===== config.mk =====
export PLATFORM = sky130hd
export DESIGN_NAME = decoder_nto2n_seq_flat
export DESIGN_NICKNAME = d
export VERILOG_FILES = /design/src/rtl/decoder_nto2n_seq_if.sv /design/src/rtl/decoder_nto2n_seq.sv /design/src/flat_wrapper.sv
export SDC_FILE = /design/constraint.sdc
export NUM_CORES = 1
export LEC_CHECK = 0
export BUFFER_PORTS_ARGS = -buffer_cell sky130_fd_sc_hd__buf_4
export CAP_MARGIN = 20
export CORE_MARGIN = 2
export CORE_UTILIZATION = 50
export DETAILED_ROUTE_END_ITERATION = 10
export MAX_ROUTING_LAYER = met4
export PLACE_DENSITY = 0.77
export SYNTH_ARGS = -nofsm -noshare
export SYNTH_HDL_FRONTEND = slang
export SYNTH_SLANG_ARGS = --single-unit

===== constraint.sdc =====
create_clock -name clk -period 1.5 [get_ports clk]
set_input_delay 0.225 -clock clk [delete_from_list [all_inputs] [get_ports clk]]
set_output_delay 0.225 -clock clk [all_outputs]
set_load 0.05 [all_outputs]

===== src/rtl/decoder_nto2n_seq_if.sv =====
// Request/beat bundle between the control sequencer and the one-hot decoder.
// No logic of its own; latency and flow control are defined by the decoder.
// Both sides handshake valid/ready; the decoder side never looks at out_ready to set in_ready.
interface decoder_nto2n_seq_if #(
    parameter int SEL_W = 2
) ();
    localparam int OUT_W = 1 << SEL_W;

    // request side
    logic             in_valid;
    logic             in_ready;
    logic [SEL_W-1:0] in_sel;
    logic             in_mode;

    // beat side
    logic [OUT_W-1:0] out_onehot;
    logic             out_valid;
    logic             out_ready;
    logic             out_last;

    // status
    logic             busy;

    // sequencer / bench side
    modport master (
        output in_valid,
        output in_sel,
        output in_mode,
        output out_ready,
        input  in_ready,
        input  out_onehot,
        input  out_valid,
        input  out_last,
        input  busy
    );

    // decoder side
    modport slave (
        input  in_valid,
        input  in_sel,
        input  in_mode,
        input  out_ready,
        output in_ready,
        output out_onehot,
        output out_valid,
        output out_last,
        output busy
    );
endinterface


===== src/rtl/decoder_nto2n_seq.sv =====
// Registered SEL_W-to-2^SEL_W one-hot decoder: DIRECT emits one beat, SCAN walks all outputs from start.
// Latency: one cycle from request accept to first visible beat; one beat per accepted output transfer.
// Backpressure: beats hold stable while out_ready is low; no request accepted until back in IDLE.
module decoder_nto2n_seq #(
    parameter int SEL_W = 2
) (
    input  logic               clk,
    input  logic               rst,
    decoder_nto2n_seq_if.slave dec
);
    localparam int OUT_W = 1 << SEL_W;

    typedef enum logic {
        IDLE = 1'b0,
        EMIT = 1'b1
    } state_t;

    state_t           state;
    logic             mode_q;     // 0 = DIRECT, 1 = SCAN
    logic [SEL_W-1:0] start_q;    // first position of the current request
    logic [SEL_W-1:0] pos_q;      // position currently presented
    logic [SEL_W-1:0] cnt_q;      // beats already consumed in this request
    logic [OUT_W-1:0] onehot_q;
    logic             valid_q;
    logic             last_q;

    logic             in_ready_w;
    logic             accept;
    logic             consume;
    logic [SEL_W-1:0] pos_nxt;
    logic [SEL_W-1:0] cnt_nxt;

    function automatic logic [OUT_W-1:0] decode(input logic [SEL_W-1:0] sel);
        decode      = '0;
        decode[sel] = 1'b1;
    endfunction

    // Request acceptance depends on state only, so the upstream never waits on the beat consumer.
    assign in_ready_w = (state == IDLE) && !rst;
    assign accept     = dec.in_valid && in_ready_w;
    assign consume    = valid_q && dec.out_ready;

    // Position and count wrap naturally at SEL_W bits.
    assign pos_nxt    = pos_q + SEL_W'(1);
    assign cnt_nxt    = cnt_q + SEL_W'(1);

    // Single FSM: latches the request, presents beats, advances the scan on each consumed beat.
    always_ff @(posedge clk) begin
        if (rst) begin
            state    <= IDLE;
            mode_q   <= 1'b0;
            start_q  <= '0;
            pos_q    <= '0;
            cnt_q    <= '0;
            onehot_q <= '0;
            valid_q  <= 1'b0;
            last_q   <= 1'b0;
        end else begin
            case (state)
                IDLE: begin
                    if (accept) begin
                        state    <= EMIT;
                        mode_q   <= dec.in_mode;
                        start_q  <= dec.in_sel;
                        pos_q    <= dec.in_sel;
                        cnt_q    <= '0;
                        onehot_q <= decode(dec.in_sel);
                        valid_q  <= 1'b1;
                        // DIRECT is a single beat; SCAN always has at least two beats
                        last_q   <= !dec.in_mode;
                    end
                end
                EMIT: begin
                    if (consume) begin
                        if (!mode_q || last_q) begin
                            state    <= IDLE;
                            onehot_q <= '0;
                            valid_q  <= 1'b0;
                            last_q   <= 1'b0;
                        end else begin
                            pos_q    <= pos_nxt;
                            cnt_q    <= cnt_nxt;
                            onehot_q <= decode(pos_nxt);
                            last_q   <= (cnt_nxt == SEL_W'(OUT_W - 1));
                        end
                    end
                end
                default: begin
                    state    <= IDLE;
                    onehot_q <= '0;
                    valid_q  <= 1'b0;
                    last_q   <= 1'b0;
                end
            endcase
        end
    end

    assign dec.in_ready   = in_ready_w;
    assign dec.out_onehot = onehot_q;
    assign dec.out_valid  = valid_q;
    assign dec.out_last   = last_q;
    assign dec.busy       = (state != IDLE);

    // A presented beat is exactly one-hot; an empty cycle drives all zeros.
    a_onehot: assert property (@(posedge clk) disable iff (rst)
        valid_q |-> $onehot(onehot_q));
    a_zero_idle: assert property (@(posedge clk)
        !valid_q |-> (onehot_q == '0));

    // Busy and valid are the same condition seen from two angles.
    a_busy_valid: assert property (@(posedge clk)
        (state != IDLE) == valid_q);

    // A stalled beat must not change or vanish.
    a_hold: assert property (@(posedge clk) disable iff (rst)
        (valid_q && !dec.out_ready) |=> (valid_q && $stable(onehot_q) && $stable(last_q)));

    // The final SCAN beat lands one position before the start.
    a_scan_last: assert property (@(posedge clk) disable iff (rst)
        (valid_q && mode_q && last_q) |-> (onehot_q == decode(start_q - SEL_W'(1))));
endmodule


===== src/flat_wrapper.sv =====
// flat-port wrapper written by rule: the top's interface ports become plain ports
module decoder_nto2n_seq_flat 
#(
    parameter int SEL_W = 2
)
  (clk, rst, dec_in_valid, dec_in_sel, dec_in_mode, dec_out_ready, dec_in_ready, dec_out_onehot, dec_out_valid, dec_out_last, dec_busy);
  decoder_nto2n_seq_if #(.SEL_W(SEL_W)) dec_i ();
  input  logic clk;
  input  logic rst;
  input wire logic [$bits(dec_i.in_valid)-1:0] dec_in_valid;
  input wire logic [$bits(dec_i.in_sel)-1:0] dec_in_sel;
  input wire logic [$bits(dec_i.in_mode)-1:0] dec_in_mode;
  input wire logic [$bits(dec_i.out_ready)-1:0] dec_out_ready;
  output wire logic [$bits(dec_i.in_ready)-1:0] dec_in_ready;
  output wire logic [$bits(dec_i.out_onehot)-1:0] dec_out_onehot;
  output wire logic [$bits(dec_i.out_valid)-1:0] dec_out_valid;
  output wire logic [$bits(dec_i.out_last)-1:0] dec_out_last;
  output wire logic [$bits(dec_i.busy)-1:0] dec_busy;
  assign dec_i.in_valid = dec_in_valid;
  assign dec_i.in_sel = dec_in_sel;
  assign dec_i.in_mode = dec_in_mode;
  assign dec_i.out_ready = dec_out_ready;
  assign dec_in_ready = dec_i.in_ready;
  assign dec_out_onehot = dec_i.out_onehot;
  assign dec_out_valid = dec_i.out_valid;
  assign dec_out_last = dec_i.out_last;
  assign dec_busy = dec_i.busy;
  decoder_nto2n_seq #(.SEL_W(SEL_W)) u_core (.clk(clk), .rst(rst), .dec(dec_i));
endmodule

==> results of run 1 <==
## how the worst max path moves through the flow
| stage | cells after the start | end | slack, ps | start |
|---|---|---|---|---|
| 2_1_floorplan | 4 | u_core.dec.out_onehot[0] | 50 | u_core.dec.busy |
| 3_3_place_gp | 4 | u_core.dec.out_onehot[1] | 250 | u_core.dec.busy |
| 3_5_place_dp | 3 | u_core.pos_q[1] | 160 | u_core.dec.busy |
| 4_1_cts | 3 | dec_in_ready | 110 | u_core.dec.busy |
| 5_1_grt | 3 | u_core.pos_q[1] | 50 | u_core.dec.busy |
| 6_report | 3 | dec_in_ready | 110 | u_core.dec.busy |
## metal layers
| metal | wire length, um | global-route usage | part of all wire | up-vias |
|---|---|---|---|---|
| met3 | 79 | 0.0815 | 0.054 | 4 |
| met1 | 672 | 0.243 | 0.46 | 294 |
| met5 | 0 | - | 0 | - |
| met4 | 15 | 0.100 | 0.010 | 0 |
| met2 | 686 | 0.349 | 0.47 | 18 |
| li1 | - | - | - | 318 |
## critical path, cell delays in order (launching register included)
cell	delay, ps
sky130_fd_sc_hd__dfxtp_1	470
sky130_fd_sc_hd__buf_4	190
sky130_fd_sc_hd__nor2_2	40
sky130_fd_sc_hd__buf_4	180
## logic make-up (layout without fill, tap and decap cells)
kind of cell | after synthesis | after routing | synth area share
buffers and inverters | 9 | 25 | 0.0666
DFF | 12 | 12 | 0.356
and+or+nand+nor | 30 | 30 | 0.235
adders and majority gates | 5 | 5 | 0.0926
AOI/OAI and AO/OA | 22 | 22 | 0.250
## synth_stat cells, drive strengths merged
| cell type | instances | share of area |
|---|---|---|
| dfxtp | 12 | 0.36 |
| nand2 | 6 | 0.033 |
| nand2b | 2 | 0.019 |
| a211oi | 5 | 0.078 |
| nand4b | 1 | 0.013 |
| nor2b | 1 | 0.0093 |
| nor2 | 4 | 0.022 |
| nand3 | 4 | 0.030 |
| o21ai | 3 | 0.022 |
| a32oi | 3 | 0.039 |
| inv | 4 | 0.022 |
| nor4 | 1 | 0.0093 |
| a21oi | 5 | 0.037 |
| a311oi | 1 | 0.022 |
| buf | 4 | 0.039 |
| nor3 | 6 | 0.044 |
| nor3b | 1 | 0.011 |
| or2 | 1 | 0.013 |
| clkbuf | 1 | 0.0056 |
| o211ai | 3 | 0.033 |
| and3 | 1 | 0.0093 |
| and2b | 2 | 0.022 |
| a31oi | 2 | 0.019 |
| ha | 5 | 0.093 |
## state kept, by name (all words and copies together), names as in the netlist
| signal | count |
|---|---|
| u_core.cnt_q | 2 |
| u_core.dec.out_onehot | 4 |
| u_core.dec.busy | 1 |
| u_core.dec.out_valid | 1 |
| u_core.pos_q | 2 |
| u_core.mode_q | 1 |
| u_core.dec.out_last | 1 |
## stage by stage
stage           util  cells
2_1_floorplan      -     78
3_3_place_gp   0.618    105
3_5_place_dp   0.618    105
4_1_cts        0.647    109
5_1_grt        0.647    109
6_report       0.647    109
## power by group
part | switching (W) | internal, W
registers | 0.0000204 | 0.000342
logic | 0.000150 | 0.0000843
clock network | 0.000115 | 0.000148
## cell type report
cell class | instances | area share
clock buffer | 4 | 0.0437
inverter | 4 | 0.0181
multi-input combinational | 57 | 0.473
sequential | 12 | 0.289
tap | 15 | 0.0226
timing repair buffer | 17 | 0.154
==> results.py, run 1 <==
metrics = {
    "status": {
        "outcome": "finished clean",
    },
    "clocking": {
        "worstSkewPairLatency_ps": 280,
        "cts.repair_timing.setup_buffer_count": 0,
        "cts_inserted_buffers": 3,
        "clock_sink_count": 12,
        "clock_path_buffers": 2,
        "cts_hold_buffers": 0,
        "clkTransAtPathRegs_ps": 80,
        "clockRootBuffer": "sky130_fd_sc_hd__clkbuf_4",
        "cts_htree_levels": 1,
        "cts-resized-gates": 0,
        "cts_tree": "yes",
    },
    "global_route": {
        "wire_length_of_the_first_global_routing_pass_mm": 2.24,
        "groute.usage.overall": 0.219,
        "global_route.overflow_total": 0,
        "grt_antenna_before_repair": 0,
        "first_global_vias": 520,
        "largest_net_degree_at_the_start_of_global_routing": 15,
    },
    "route": {
        "drt_iter0_markers": 11,
        "routed_wire_length_per_instance_um": 13.3,
        "drt-vias-per-instance": 5.82,
        "drt_first_pass_iters": 4,
        "drt_wirelength_mm": 1.45,
        "route.detailed.drc": 0,
        "via_count": 634,
        "detail-route-antenna-nets": 0,
    },
    "floorplanning": {
        "coreArea_um2": 1280,
        "die_area_um2": 1660,
        "rows": 13,
        "effective_utilization_at_floorplan": 0.526,
        "fp.dieH_um": 40.8,
        "io_pins": 15,
        "die-width_um": 40.8,
    },
    "finish": {
        "insertedDiodeCount": 0,
        "finalNetCount": 107,
        "register_area_um2": 240,
        "most_common_cell_after_layout_fill_and_taps_aside": "sky130_fd_sc_hd__buf_4",
        "fillers": 114,
        "area_growth_pct": 23.0,
        "post_route_cells_drive_above_1_share": 0.287,
        "most-common-layout-cells": "sky130_fd_sc_hd__buf_4 (17), sky130_fd_sc_hd__dfxtp_1 (12), sky130_fd_sc_hd__nand2_1 (6), sky130_fd_sc_hd__nor3_1 (6)",
        "fin_area_um2": 831,
        "multi_input_comb_area_um2": 393,
    },
    "timing": {
        "final_period_minus_worst_setup_slack_ps": 1390,
        "grt_setup_unrepaired": "false",
        "timing.fmax_mhz": 722,
        "setup_slack_ps": 114,
        "final_hold_viol_count": 0,
        "report.final.slew_viol_count": 0,
        "layout_worst_path_cycle_share": 0.924,
        "max_slew.worst_pin.slew_ps": 395,
        "setup_viol": 0,
        "max_slew_margin": 0.736,
        "timing.hold.ws_ps": 224,
        "totalNegativeSetupSlack_ps": 0,
        "timing.clock.skew_ps": 5.05,
    },
    "synthesis": {
        "avgSynthCellArea_um2": 8.66,
        "share_of_synthesized_area_occupied_by_flip_flops_and_latches": 0.356,
        "number_of_register_bits_inferred_by_synthesis": 12,
        "synth_area_um2": 676,
        "yosys.cell_types.count": 27,
        "synthesis.yosys.warnings": 0,
        "synth_nets": 90,
        "netlist_instances": 78,
    },
    "setup_path": {
        "path_max_fanout": 9,
        "worst_ep_arrival_time_ps": 1160,
        "crit-reg2reg-launch": "u_core.dec.busy",
        "setup.worst_path.start_class": "flop",
        "worstSetupEndpointType": "primary output",
        "r2r.worst_path.cells": 3,
        "timing.rr.end": "u_core.pos_q[1]",
        "reg2reg_setup_slack_ps": 180,
        "worstSetupPathType": "flop to primary output",
        "crit_required_ps": 1270,
    },
    "place": {
        "port_buffers": 14,
        "preCtsSetupSlack_ps": 163,
        "gp_routability_congestion": 0.780,
        "detailed_place.area_um2": 795,
    },
    "power_and_ir_drop": {
        "power-per-cell-area_nw_per_um2": 1030,
        "fin_total_pwr_w": 0.000859,
        "irDropWorstVdd_mv": 0.598,
        "leakage_power_nw": 0.337,
    },
    "run": {
        "cap_viol_max_count": 0,
    },
    "hold_path": {
        "terminating_pin_of_the_worst_hold_path": "u_core.mode_q",
        "min-delay-start": "dec_in_mode",
        "hold_class": "input port to flop",
        "timing.hold.worst_path_depth": 3,
    },
}
Note: power is estimated with default switching activity, not from simulation.
==> run 2, diff against run 1 <==
--- a/config.mk
+++ b/config.mk
@@ -12,6 +12,7 @@
 export DETAILED_ROUTE_END_ITERATION = 10
 export MAX_ROUTING_LAYER = met4
 export PLACE_DENSITY = 0.77
+export REMOVE_ABC_BUFFERS = 1
 export SYNTH_ARGS = -nofsm -noshare
 export SYNTH_HDL_FRONTEND = slang
 export SYNTH_SLANG_ARGS = --single-unit
==> results.py, run 2 (same netlist as run 1, synthesis figures left out) <==
metrics = {
    "setup_path": {
        "reg2reg_setup_slack_ps": 160,
        "setup.worst_path.start_class": "flop",
        "crit_top_cell": "sky130_fd_sc_hd__buf_4",
        "path_max_fanout": 10,
        "crit_required_ps": 1270,
        "worstSetupPathType": "flop to primary output",
        "r2r.worst_path.cells": 3,
        "worstSetupEndpointType": "primary output",
        "crit_path_max_incr_delay_ps": 470,
        "cp_slowest_cell": "sky130_fd_sc_hd__dfxtp_1",
        "worst_ep_arrival_time_ps": 1120,
        "timing.critical_path.cells": "buf_4, buf_4",
    },
    "finish": {
        "insertedDiodeCount": 0,
        "most_common_cell_after_layout_fill_and_taps_aside": "sky130_fd_sc_hd__buf_4",
        "final_cell_count_no_fill": 109,
        "area_growth_pct": 22.6,
        "finalNetCount": 107,
        "fin_area_um2": 828,
        "max_ffs_per_register": 4,
        "post_route_cells_drive_above_1_share": 0.277,
        "most-common-layout-cells": "sky130_fd_sc_hd__buf_4 (17), sky130_fd_sc_hd__dfxtp_1 (12), sky130_fd_sc_hd__nand2_1 (6), sky130_fd_sc_hd__nor3_1 (6)",
    },
    "floorplanning": {
        "coreArea_um2": 1280,
        "fp.dieH_um": 40.8,
        "io_pins": 15,
        "die_area_um2": 1660,
        "die-width_um": 40.8,
        "rows": 13,
        "effective_utilization_at_floorplan": 0.526,
    },
    "timing": {
        "final_period_minus_worst_setup_slack_ps": 1350,
        "max_slew.worst_pin.slew_ps": 372,
        "final_hold_viol_count": 0,
        "timing.clock.skew_ps": 0.316,
        "setup_slack_ps": 154,
        "layout_worst_path_cycle_share": 0.897,
        "setup_viol": 0,
        "totalNegativeSetupSlack_ps": 0,
        "max_slew_margin": 0.751,
        "report.final.slew_viol_count": 0,
        "grt_setup_unrepaired": "false",
        "timing.fmax_mhz": 743,
    },
    "clocking": {
        "clock_path_buffers": 2,
        "cts_htree_levels": 1,
        "cts_inserted_buffers": 3,
        "clockRootBuffer": "sky130_fd_sc_hd__clkbuf_4",
        "cts-resized-gates": 0,
        "clkTransAtPathRegs_ps": 80,
        "cts_hold_buffers": 0,
        "worstSkewPairLatency_ps": 270,
        "clock_sink_count": 12,
        "cts_tree": "yes",
        "cts.repair_timing.setup_buffer_count": 0,
    },
    "place": {
        "place.detailed.instances": 105,
        "port_buffers": 14,
        "gp_routability_congestion": 0.768,
        "detailed_place.area_um2": 792,
        "place_hpwl_mm": 1.17,
        "preCtsSetupSlack_ps": 197,
    },
    "power_and_ir_drop": {
        "irDropWorstVdd_mv": 0.590,
        "power-per-cell-area_nw_per_um2": 1040,
        "fin_total_pwr_w": 0.000861,
        "leakage_power_nw": 0.337,
    },
    "route": {
        "drt_iter0_markers": 21,
        "route.detailed.drc": 0,
        "drt_first_pass_iters": 4,
        "routed_wire_length_per_instance_um": 14.4,
        "drt-vias-per-instance": 5.83,
        "detail-route-antenna-nets": 0,
        "drt_wirelength_mm": 1.57,
        "via_count": 636,
    },
    "global_route": {
        "first_global_vias": 542,
        "grt_antenna_before_repair": 0,
        "global_route.overflow_total": 0,
        "groute.usage.overall": 0.241,
        "largest_net_degree_at_the_start_of_global_routing": 15,
        "wire_length_of_the_first_global_routing_pass_mm": 2.44,
    },
    "hold_path": {
        "timing.hold.worst_path_depth": 3,
        "hold_class": "input port to flop",
    },
    "status": {
        "outcome": "finished clean",
    },
    "run": {
        "cap_viol_max_count": 0,
    },
}
-- run 2: cell counts in the layout (fill, tap and decap cells not counted) --
Identical to the previous run, type by type.
-- run 2: worst paths after layout --
kind	from	to
worst max-delay path	u_core.dec.busy	dec_busy
worst min-delay path	dec_in_mode	u_core.mode_q
worst max register to register	u_core.dec.busy	u_core.pos_q[1]
worst min register to register	u_core.mode_q	u_core.mode_q
-- run 2: cell type report --
class                   count  area [um2]
flip-flops and latches     12         240
repair buffers             17         128
inverters                   4        15.0
clock buffers               4        36.3
multi-input cells          57         390
well taps                  15        18.8
fillers                   127         457
-- run 2: through the flow --
stage / hold WS [ps] / util
CTS: 204 / 0.645
global placement: 461 / 0.616
detailed placement: 474 / 0.616
finish: 213 / 0.645
global route: 200 / 0.645
floorplan: 290 / -
-- run 2: metal layers --
metal,GRT usage,up-vias,part of all wire
li1,-,317,-
met1,0.280,297,0.47
met2,0.377,22,0.48
met3,0.0815,0,0.052
met4,0.100,0,0
met5,-,-,0
-- run 2: power by group --
part	leakage, nW	internal [W]	switching, W
Sequential	0.0989	0.000342	0.0000222
Clock	0.0210	0.000148	0.000116
Combinational	0.217	0.0000839	0.000149
-- run 2: critical path, delay by kind of cell, from the launching register on --
family	cells	cell delay, ps
buffers and inverters	2	370
flip-flops	1	470
==> run 3, diff against run 2 <==
--- a/config.mk
+++ b/config.mk
@@ -12,6 +12,7 @@
 export DETAILED_ROUTE_END_ITERATION = 10
 export MAX_ROUTING_LAYER = met4
 export PLACE_DENSITY = 0.77
+export RECOVER_POWER = 50
 export REMOVE_ABC_BUFFERS = 1
 export SYNTH_ARGS = -nofsm -noshare
 export SYNTH_HDL_FRONTEND = slang
==> results.py, run 3 (same netlist as run 1, synthesis figures left out) <==
metrics = {
    "timing": {
        "layout_worst_path_cycle_share": 0.898,
        "setup_viol": 0,
        "timing.fmax_mhz": 742,
        "final_period_minus_worst_setup_slack_ps": 1350,
        "max_slew.worst_pin.slew_ps": 593,
        "report.final.slew_viol_count": 0,
        "totalNegativeSetupSlack_ps": 0,
        "timing.clock.skew_ps": 0.333,
        "grt_setup_unrepaired": "false",
        "max_slew_margin": 0.607,
        "final_hold_viol_count": 0,
    },
    "place": {
        "place_hpwl_mm": 1.17,
        "detailed_place.area_um2": 792,
        "place.detailed.instances": 105,
        "port_buffers": 14,
        "gp_routability_congestion": 0.768,
    },
    "global_route": {
        "first_global_vias": 542,
        "wire_length_of_the_first_global_routing_pass_mm": 2.44,
        "global_route.overflow_total": 0,
        "largest_net_degree_at_the_start_of_global_routing": 15,
        "groute.usage.overall": 0.241,
        "grt_antenna_before_repair": 0,
    },
    "power_and_ir_drop": {
        "leakage_power_nw": 0.329,
        "power-per-cell-area_nw_per_um2": 1050,
        "fin_total_pwr_w": 0.000852,
        "irDropWorstVdd_mv": 0.575,
    },
    "setup_path": {
        "worstSetupEndpointType": "primary output",
        "crit_required_ps": 1270,
        "worst_ep_arrival_time_ps": 1120,
        "path_max_fanout": 10,
        "setup.worst_path.start_class": "flop",
        "worstSetupPathType": "flop to primary output",
    },
    "clocking": {
        "cts.repair_timing.setup_buffer_count": 0,
        "worstSkewPairLatency_ps": 270,
        "clockRootBuffer": "sky130_fd_sc_hd__clkbuf_4",
        "cts_tree": "yes",
        "cts-resized-gates": 0,
        "cts_htree_levels": 1,
        "clkTransAtPathRegs_ps": 80,
        "cts_inserted_buffers": 3,
        "cts_hold_buffers": 0,
        "clock_path_buffers": 2,
        "clock_sink_count": 12,
    },
    "route": {
        "routed_wire_length_per_instance_um": 14.3,
        "drt_iter0_markers": 24,
        "via_count": 635,
        "drt_wirelength_mm": 1.56,
        "route.detailed.drc": 0,
        "detail-route-antenna-nets": 0,
        "drt_first_pass_iters": 4,
        "drt-vias-per-instance": 5.83,
    },
    "floorplanning": {
        "rows": 13,
        "die_area_um2": 1660,
        "coreArea_um2": 1280,
        "fp.dieH_um": 40.8,
        "io_pins": 15,
        "effective_utilization_at_floorplan": 0.526,
        "die-width_um": 40.8,
    },
    "finish": {
        "register_area_um2": 240,
        "finalNetCount": 107,
        "final_cell_count_no_fill": 109,
        "most-common-layout-cells": "sky130_fd_sc_hd__dfxtp_1 (12), sky130_fd_sc_hd__buf_4 (11), sky130_fd_sc_hd__nand2_1 (6), sky130_fd_sc_hd__nor3_1 (6)",
        "layout.core_utilization": 0.632,
        "fillers": 132,
        "insertedDiodeCount": 0,
        "multi_input_comb_area_um2": 390,
        "fin_area_um2": 812,
        "post_route_cells_drive_above_1_share": 0.266,
        "area_growth_pct": 20.2,
        "max_ffs_per_register": 4,
        "most_common_cell_after_layout_fill_and_taps_aside": "sky130_fd_sc_hd__dfxtp_1",
    },
    "run": {
        "cap_viol_max_count": 0,
    },
    "status": {
        "outcome": "finished clean",
    },
    "hold_path": {
        "hold_class": "input port to flop",
    },
}
[run 3: area by class of cell]
| type | count | share of cell area |
|---|---|---|
| Inverter | 4 | 0.0185 |
| Clock buffer | 4 | 0.0447 |
| Timing Repair Buffer | 17 | 0.137 |
| Tap cell | 15 | 0.0231 |
| Multi-Input combinational cell | 57 | 0.481 |
| Sequential cell | 12 | 0.296 |
[run 3: stage by stage]
step	setup slack, ps	hold WS [ps]
after detailed placement	197	474
final	153	213
after floorplan	-168	290
after CTS	155	204
after global routing	27.9	200
after global placement	250	461
[run 3: final timing paths]
check | start | to | slack, ps | cells past startpoint
max | u_core.dec.busy | dec_busy | 150 | 2
min | dec_in_mode | u_core.mode_q | 210 | 3
max reg2reg | u_core.dec.busy | u_core.pos_q[1] | 160 | 3
min reg2reg | u_core.mode_q | u_core.mode_q | 500 | 2
[run 3: power breakdown]
group          switching, W  total [W]  internal, W
clock              0.000116   0.000264     0.000148
sequential        0.0000219   0.000364     0.000342
combinational      0.000149   0.000224    0.0000745
[run 3: routing by layer]
layer  up-vias  wire length [um]  track usage
met5         -                 0            -
met4         0                 0        0.100
met3         0                82       0.0815
met2        22               741        0.377
met1       296               739        0.280
li1        317                 -            -
[run 3: worst max-delay path, cell delays in order (launching register included)]
cell and delay (ps):
sky130_fd_sc_hd__dfxtp_1 470, sky130_fd_sc_hd__buf_4 180, sky130_fd_sc_hd__buf_4 190
